**src/rtl/axis_frame_arbiter_if.sv**
```systemverilog
// Bundled AXI-stream ports of the frame arbiter: S_COUNT packed sources,
// one merged output, and the grant status.
interface axis_frame_arbiter_if #(
    parameter int S_COUNT    = 4,
    parameter int DATA_WIDTH = 8,
    parameter int KEEP_WIDTH = DATA_WIDTH / 8,
    parameter int USER_WIDTH = 1,
    parameter int ID_WIDTH   = $clog2(S_COUNT)
);
    logic [S_COUNT*DATA_WIDTH-1:0] s_axis_tdata;
    logic [S_COUNT*KEEP_WIDTH-1:0] s_axis_tkeep;
    logic [S_COUNT-1:0]            s_axis_tvalid;
    logic [S_COUNT-1:0]            s_axis_tready;
    logic [S_COUNT-1:0]            s_axis_tlast;
    logic [S_COUNT*USER_WIDTH-1:0] s_axis_tuser;

    logic [DATA_WIDTH-1:0]         m_axis_tdata;
    logic [KEEP_WIDTH-1:0]         m_axis_tkeep;
    logic                          m_axis_tvalid;
    logic                          m_axis_tready;
    logic                          m_axis_tlast;
    logic [ID_WIDTH-1:0]           m_axis_tid;
    logic [USER_WIDTH-1:0]         m_axis_tuser;

    logic                          grant_valid;
    logic [ID_WIDTH-1:0]           grant_index;

    // The arbiter's own view: it consumes the sources and drives the output.
    modport slave (
        input  s_axis_tdata, s_axis_tkeep, s_axis_tvalid, s_axis_tlast, s_axis_tuser,
        input  m_axis_tready,
        output s_axis_tready,
        output m_axis_tdata, m_axis_tkeep, m_axis_tvalid, m_axis_tlast, m_axis_tid, m_axis_tuser,
        output grant_valid, grant_index
    );

    // The surrounding system: drives the sources and sinks the output.
    modport master (
        output s_axis_tdata, s_axis_tkeep, s_axis_tvalid, s_axis_tlast, s_axis_tuser,
        output m_axis_tready,
        input  s_axis_tready,
        input  m_axis_tdata, m_axis_tkeep, m_axis_tvalid, m_axis_tlast, m_axis_tid, m_axis_tuser,
        input  grant_valid, grant_index
    );
endinterface

```
**src/rtl/axis_frame_arbiter.sv**
```systemverilog
// Frame-granular round-robin AXI-stream arbiter: a grant is held from the
// first beat to the tlast beat, output goes through one register stage.
module axis_frame_arbiter #(
    parameter int S_COUNT    = 4,
    parameter int DATA_WIDTH = 8,
    parameter int KEEP_WIDTH = DATA_WIDTH / 8,
    parameter int USER_WIDTH = 1,
    parameter int ID_WIDTH   = $clog2(S_COUNT)
) (
    input  logic                 clk,
    input  logic                 rst,
    axis_frame_arbiter_if.slave  bus
);

    typedef enum logic {IDLE, GRANT} state_t;

    state_t                state, state_next;
    logic [ID_WIDTH-1:0]   grant_index_reg;
    logic [ID_WIDTH-1:0]   last_ptr;
    logic [ID_WIDTH-1:0]   winner;
    logic                  masked_found;
    logic                  any_req;

    logic [DATA_WIDTH-1:0] sel_data;
    logic [KEEP_WIDTH-1:0] sel_keep;
    logic [USER_WIDTH-1:0] sel_user;
    logic                  sel_last;
    logic                  sel_valid;

    logic                  out_ready;
    logic                  accept;
    logic [S_COUNT-1:0]    tready;

    logic                  m_valid_reg;
    logic [DATA_WIDTH-1:0] m_data_reg;
    logic [KEEP_WIDTH-1:0] m_keep_reg;
    logic [USER_WIDTH-1:0] m_user_reg;
    logic                  m_last_reg;
    logic [ID_WIDTH-1:0]   m_id_reg;

    assign any_req   = |bus.s_axis_tvalid;
    assign out_ready = bus.m_axis_tready || !m_valid_reg;
    assign accept    = (state == GRANT) && sel_valid && out_ready;

    // Round robin: lowest requester above the last grant, else lowest overall.
    // NOTE: every always_comb output gets a default first, so no path leaves
    // a signal unassigned and no latch is inferred.
    always_comb begin
        winner       = '0;
        masked_found = 1'b0;
        for (int i = S_COUNT - 1; i >= 0; i--) begin
            if (bus.s_axis_tvalid[i] && (i > int'(last_ptr))) begin
                winner       = ID_WIDTH'(i);
                masked_found = 1'b1;
            end
        end
        if (!masked_found) begin
            for (int i = S_COUNT - 1; i >= 0; i--) begin
                if (bus.s_axis_tvalid[i]) winner = ID_WIDTH'(i);
            end
        end
    end

    always_comb begin
        sel_data  = '0;
        sel_keep  = '0;
        sel_user  = '0;
        sel_last  = 1'b0;
        sel_valid = 1'b0;
        for (int i = 0; i < S_COUNT; i++) begin
            if (ID_WIDTH'(i) == grant_index_reg) begin
                sel_data  = bus.s_axis_tdata[i*DATA_WIDTH +: DATA_WIDTH];
                sel_keep  = bus.s_axis_tkeep[i*KEEP_WIDTH +: KEEP_WIDTH];
                sel_user  = bus.s_axis_tuser[i*USER_WIDTH +: USER_WIDTH];
                sel_last  = bus.s_axis_tlast[i];
                sel_valid = bus.s_axis_tvalid[i];
            end
        end
    end

    always_comb begin
        state_next = state;
        tready     = '0;
        case (state)
            IDLE: begin
                if (any_req) state_next = GRANT;
            end
            GRANT: begin
                for (int i = 0; i < S_COUNT; i++) begin
                    if (ID_WIDTH'(i) == grant_index_reg) tready[i] = out_ready;
                end
                if (accept && sel_last) state_next = IDLE;
            end
            default: state_next = IDLE;
        endcase
    end

    // NOTE: sequential state uses non-blocking assignments so every register
    // samples pre-edge values regardless of statement order.
    always_ff @(posedge clk) begin
        if (rst) begin
            state           <= IDLE;
            grant_index_reg <= '0;
            last_ptr        <= ID_WIDTH'(S_COUNT - 1);
            m_valid_reg     <= 1'b0;
        end else begin
            state <= state_next;
            if (state == IDLE && any_req) grant_index_reg <= winner;
            if (accept && sel_last)       last_ptr        <= grant_index_reg;
            if (out_ready)                m_valid_reg     <= accept;
        end
    end

    // NOTE: the payload registers carry no reset; m_valid_reg alone qualifies
    // them, which keeps the reset tree off the datapath.
    always_ff @(posedge clk) begin
        if (accept) begin
            m_data_reg <= sel_data;
            m_keep_reg <= sel_keep;
            m_user_reg <= sel_user;
            m_last_reg <= sel_last;
            m_id_reg   <= grant_index_reg;
        end
    end

    assign bus.s_axis_tready = tready;
    assign bus.m_axis_tdata  = m_data_reg;
    assign bus.m_axis_tkeep  = m_keep_reg;
    assign bus.m_axis_tvalid = m_valid_reg;
    assign bus.m_axis_tlast  = m_last_reg;
    assign bus.m_axis_tid    = m_id_reg;
    assign bus.m_axis_tuser  = m_user_reg;
    assign bus.grant_valid   = (state == GRANT);
    assign bus.grant_index   = grant_index_reg;

endmodule

```
**src/flat_wrapper.sv**
```systemverilog
// flat-port wrapper written by rule: the top's interface ports become plain ports
module axis_frame_arbiter_flat 
#(
    parameter int S_COUNT    = 4,
    parameter int DATA_WIDTH = 8,
    parameter int KEEP_WIDTH = DATA_WIDTH / 8,
    parameter int USER_WIDTH = 1,
    parameter int ID_WIDTH   = $clog2(S_COUNT)
)
  (clk, rst, bus_s_axis_tdata, bus_s_axis_tkeep, bus_s_axis_tvalid, bus_s_axis_tlast, bus_s_axis_tuser, bus_m_axis_tready, bus_s_axis_tready, bus_m_axis_tdata, bus_m_axis_tkeep, bus_m_axis_tvalid, bus_m_axis_tlast, bus_m_axis_tid, bus_m_axis_tuser, bus_grant_valid, bus_grant_index);
  axis_frame_arbiter_if #(.S_COUNT(S_COUNT), .DATA_WIDTH(DATA_WIDTH), .KEEP_WIDTH(KEEP_WIDTH), .USER_WIDTH(USER_WIDTH), .ID_WIDTH(ID_WIDTH)) bus_i ();
  input  logic clk;
  input  logic rst;
  input wire logic [$bits(bus_i.s_axis_tdata)-1:0] bus_s_axis_tdata;
  input wire logic [$bits(bus_i.s_axis_tkeep)-1:0] bus_s_axis_tkeep;
  input wire logic [$bits(bus_i.s_axis_tvalid)-1:0] bus_s_axis_tvalid;
  input wire logic [$bits(bus_i.s_axis_tlast)-1:0] bus_s_axis_tlast;
  input wire logic [$bits(bus_i.s_axis_tuser)-1:0] bus_s_axis_tuser;
  input wire logic [$bits(bus_i.m_axis_tready)-1:0] bus_m_axis_tready;
  output wire logic [$bits(bus_i.s_axis_tready)-1:0] bus_s_axis_tready;
  output wire logic [$bits(bus_i.m_axis_tdata)-1:0] bus_m_axis_tdata;
  output wire logic [$bits(bus_i.m_axis_tkeep)-1:0] bus_m_axis_tkeep;
  output wire logic [$bits(bus_i.m_axis_tvalid)-1:0] bus_m_axis_tvalid;
  output wire logic [$bits(bus_i.m_axis_tlast)-1:0] bus_m_axis_tlast;
  output wire logic [$bits(bus_i.m_axis_tid)-1:0] bus_m_axis_tid;
  output wire logic [$bits(bus_i.m_axis_tuser)-1:0] bus_m_axis_tuser;
  output wire logic [$bits(bus_i.grant_valid)-1:0] bus_grant_valid;
  output wire logic [$bits(bus_i.grant_index)-1:0] bus_grant_index;
  assign bus_i.s_axis_tdata = bus_s_axis_tdata;
  assign bus_i.s_axis_tkeep = bus_s_axis_tkeep;
  assign bus_i.s_axis_tvalid = bus_s_axis_tvalid;
  assign bus_i.s_axis_tlast = bus_s_axis_tlast;
  assign bus_i.s_axis_tuser = bus_s_axis_tuser;
  assign bus_i.m_axis_tready = bus_m_axis_tready;
  assign bus_s_axis_tready = bus_i.s_axis_tready;
  assign bus_m_axis_tdata = bus_i.m_axis_tdata;
  assign bus_m_axis_tkeep = bus_i.m_axis_tkeep;
  assign bus_m_axis_tvalid = bus_i.m_axis_tvalid;
  assign bus_m_axis_tlast = bus_i.m_axis_tlast;
  assign bus_m_axis_tid = bus_i.m_axis_tid;
  assign bus_m_axis_tuser = bus_i.m_axis_tuser;
  assign bus_grant_valid = bus_i.grant_valid;
  assign bus_grant_index = bus_i.grant_index;
  axis_frame_arbiter #(.S_COUNT(S_COUNT), .DATA_WIDTH(DATA_WIDTH), .KEEP_WIDTH(KEEP_WIDTH), .USER_WIDTH(USER_WIDTH), .ID_WIDTH(ID_WIDTH)) u_core (.clk(clk), .rst(rst), .bus(bus_i));
endmodule
```
**config.mk**
```make
export PLATFORM = sky130hd
export DESIGN_NAME = axis_frame_arbiter_flat
export DESIGN_NICKNAME = d
export VERILOG_FILES = /design/src/rtl/axis_frame_arbiter_if.sv /design/src/rtl/axis_frame_arbiter.sv /design/src/flat_wrapper.sv
export SDC_FILE = /design/constraint.sdc
export NUM_CORES = 1
export LEC_CHECK = 0
export ABC_AREA = 1
export CAP_MARGIN = 30
export CORE_MARGIN = 2
export CORE_UTILIZATION = 55
export DETAILED_ROUTE_END_ITERATION = 12
export DONT_BUFFER_PORTS = 1
export GPL_TIMING_DRIVEN = 0
export HOLD_SLACK_MARGIN = 0.12
export PLACE_DENSITY_LB_ADDON = 0.25
export SLEW_MARGIN = 20
export SYNTH_ARGS = -nofsm -noshare
export SYNTH_HDL_FRONTEND = slang
export SYNTH_SLANG_ARGS = --single-unit
export TNS_END_PERCENT = 1
```
**constraint.sdc**
```tcl
create_clock -name clk -period 1.8 [get_ports clk]
set_input_delay 0.18 -clock clk [delete_from_list [all_inputs] [get_ports clk]]
set_output_delay 0.18 -clock clk [all_outputs]
set_load 0.02 [all_outputs]
```
==> metrics.md <==
| Metric | Value |
|---|---|
| Pwr dens | 743 nW/µm² |
| Clk buf depth | 2 |
| Post-CTS setup buffers | 0 |
| Slew HR | 58.6% |
| Crit end category | primary output |
| Cell Int Power | 763 µW |
| Sw power | 391 µW |
| Via count | 1204 |
| Maximum fanout along the worst path | 5 |
| Util after Layout | 80.8% |
| Max reg flops | 8 |
| Max-slew violations | 0 |
| XOR/XNOR Fraction of Synth Area | 0% |
| YS warnings | 0 |
| Register-to-Register Path Depth | 6 |
| Sw Ratio | 33.9% |
| Syn Std Cell Area | 1090 µm² |
| Fillcell total | 123 |
| Mapped Nets | 188 |
| DIE HEIGHT | 48.5 µm |
| Placed Area | 1130 µm² |
| Hpwl dp | 1.91 mm |
| Critical Path RT | 1620 ps |
| Crit path kind | flip-flop to primary output |
| Simple-gate portion of the synthesized area | 37.9% |
| Crit path arrival time | 1610 ps |
| Total Power | 1150 µW |
| Post-Route Skew | 9.20 ps |
| CP startpoint kind | flip-flop |
| CTS clk-pin slew, worst paths | 110 ps |
| Routed len/inst | 16.6 µm |
| Area of the core | 1920 µm² |
| Vias in the first global route | 1179 |
| Routed WL | 3.46 mm |
| I/O pin cnt | 72 |
| Input/output buffers | 0 |
| Num CTS Buffers | 3 |
| Final net count | 232 |
| Sequential cell area | 513 µm² |
| CTS tree | built |
| First-pass GRT wire length | 5.32 mm |
| Setup TNS | 0 ps |
| Antenna violations before repair | 1 |
| Share of post-route cells with drive strength above 1 | 13.3% |
| Clock root buffer | clkbuf_4 |
| CTS H-tree depth | 1 |
| Final min period | 1790 ps |
| Hold path depth | 2 |
| Finished Cell Area | 1550 µm² |
| Post-DRT Antenna Nets | 0 |
| Worst hold path type | input port to flip-flop |
| Final setup violation count | 0 |
| Mux cell area share after synthesis | 0% |
| Vias per cell | 5.79 |
| Initial DRC Count | 42 |
| Synth-to-layout area growth | 42.5% |
| Die W | 48.5 µm |
| Total leakage power | 0.000630 µW |
| Combinational fraction of design power | 28.5% |
| Clk pwr share | 18.1% |
| CTS Sinks | 19 |
| Grt total ovfl | 0 |
| Max VDD drop | 0.492 mV |
| Status | complete, no violations |
| Worst-margin pin slew | 616 ps |
| Largest net degree at the start of global routing | 14 |
| Syn Inst Count | 137 |
| Post-synthesis adder-cell area fraction | 0% |
| Seq pwr share | 53.4% |
| Library cells used by synthesis | 24 |
| Gr usage total | 29.7% |
| Std-Cell Rows | 16 |
| Fin crit share | 99.4% |
| Gpl congestion | 0.813 |
| Post-synthesis sequential area ratio | 46.8% |
| Final hold viol count | 0 |
| Worst-Skew Late Latency | 290 ps |
| MaxCap Viol Count | 0 |
| First drt pass iteration count | 4 |
| Largest family of logic cells by synthesized area | simple AND/OR/NAND/NOR gates |
| Flop-to-flop setup slack | 100 ps |
| Syn_area_per_cell | 7.95 µm² |
| DRC | 0 |
| Seq cells post-synth | 19 |
| DIE AREA | 2350 µm² |
| Area of the multi-input gates | 495 µm² |
| RSZ-0062 raised after global routing | true |
| Starting Density | 56.7% |
| Max Fclk | 559 MHz |
| Compound-cell area share of the yosys netlist | 6.89% |
## routing by layer
metal	up-vias	routed length, µm	part of all wire [%]	GRT usage [%]
met5	-	0	0	0
met4	0	274	7.9	21.4
met3	26	264	7.6	4.94
met2	97	1750	51	56.5
met1	534	1170	34	28.6
li1	547	-	-	-
## placed cells by master, fill, tap and decap left out
cell type and n:
dlygate4sd3_1 39, a21oi_2 1, dfxtp_1 4, nand2_4 1, nand3_2 1, a31oi_1 1, nand4_1 13, edfxtp_1 13
dfxtp_2 2, nand2_2 2, buf_2 4, nand4_4 1, nor2_1 6, inv_1 10, nand2_1 51, a21oi_1 5
inv_2 3, buf_6 2, or2_2 1, o21ai_0 4, nor2_2 1, clkbuf_4 3, nor2_4 2, diode_2 1
nand3_1 4, o211ai_1 1, clkbuf_1 1, a21boi_0 1, nor3_1 3
## through the flow
stage | std cells | hold WS, ps | worst slack [ps]
floorplan | 137 | 242 | 68.7
global placement | 164 | 243 | -148
detailed placement | 164 | 246 | -166
CTS | 205 | 122 | 2.20
global route | 208 | 121 | -127
finish | 208 | 124 | 11.0
## power by group through the flow
stage / combinational, µW / clock (µW) / sequential, µW
floorplan: 199 / 0 / 615
global placement: 232 / 0 / 623
detailed placement: 240 / 0 / 625
CTS: 309 / 208 / 615
global route: 357 / 230 / 621
finish: 329 / 209 / 617
## cell families (layout without fill, tap and decap cells)
family | after synthesis | count (layout)
AO/OA/AOI/OAI | 13 | 13
buffers and inverters | 19 | 62
flip-flops | 19 | 19
other | 0 | 1
AND/OR/NAND/NOR | 86 | 86
## what timing repair did
item	CTS	global route
setup endpoints to repair	13	16
hold buffers	37	2
endpoints found under the hold margin	16	2
resized for setup	1	2
## worst paths after layout
check,start,end
worst min register to register,u_core.last_ptr[0],u_core.last_ptr[0]
worst max-delay path,u_core.bus.m_axis_tvalid,bus_s_axis_tready[0]
worst min-delay path,bus_s_axis_tkeep[3],u_core.bus.m_axis_tkeep
worst max register to register,u_core.bus.grant_valid,u_core.bus.m_axis_tdata[7]
## final cells by class
cell class                      instances  area share, %
Antenna cell                            1          0.161
Buffer                                  6           2.74
Clock buffer                            4           1.69
Inverter                               13           3.14
Multi-Input combinational cell         99           31.9
Sequential cell                        19           33.0
Tap cell                               27           2.18
Timing Repair Buffer                   39           25.1
## Yosys cell counts, drive strengths merged
cell type	number	area (µm²)
nand2	54	215
nand4	14	103
edfxtp	13	390
inv	13	48.8
nor2	9	43.8
a21oi	6	33.8
buf	6	42.5
dfxtp	6	120
nand3	5	30.0
o21ai	4	20.0
nor3	3	15.0
a21boi	1	7.51
a31oi	1	6.26
o211ai	1	7.51
or2	1	6.26
## worst max-delay path, cell delays in order, from the launching register on
cell     delay [ps]
dfxtp_1         390
inv_1            80
nor2_1           70
inv_1           150
nand2_1         130
nor3_1          510
Note: power is estimated with default switching activity, not from simulation.
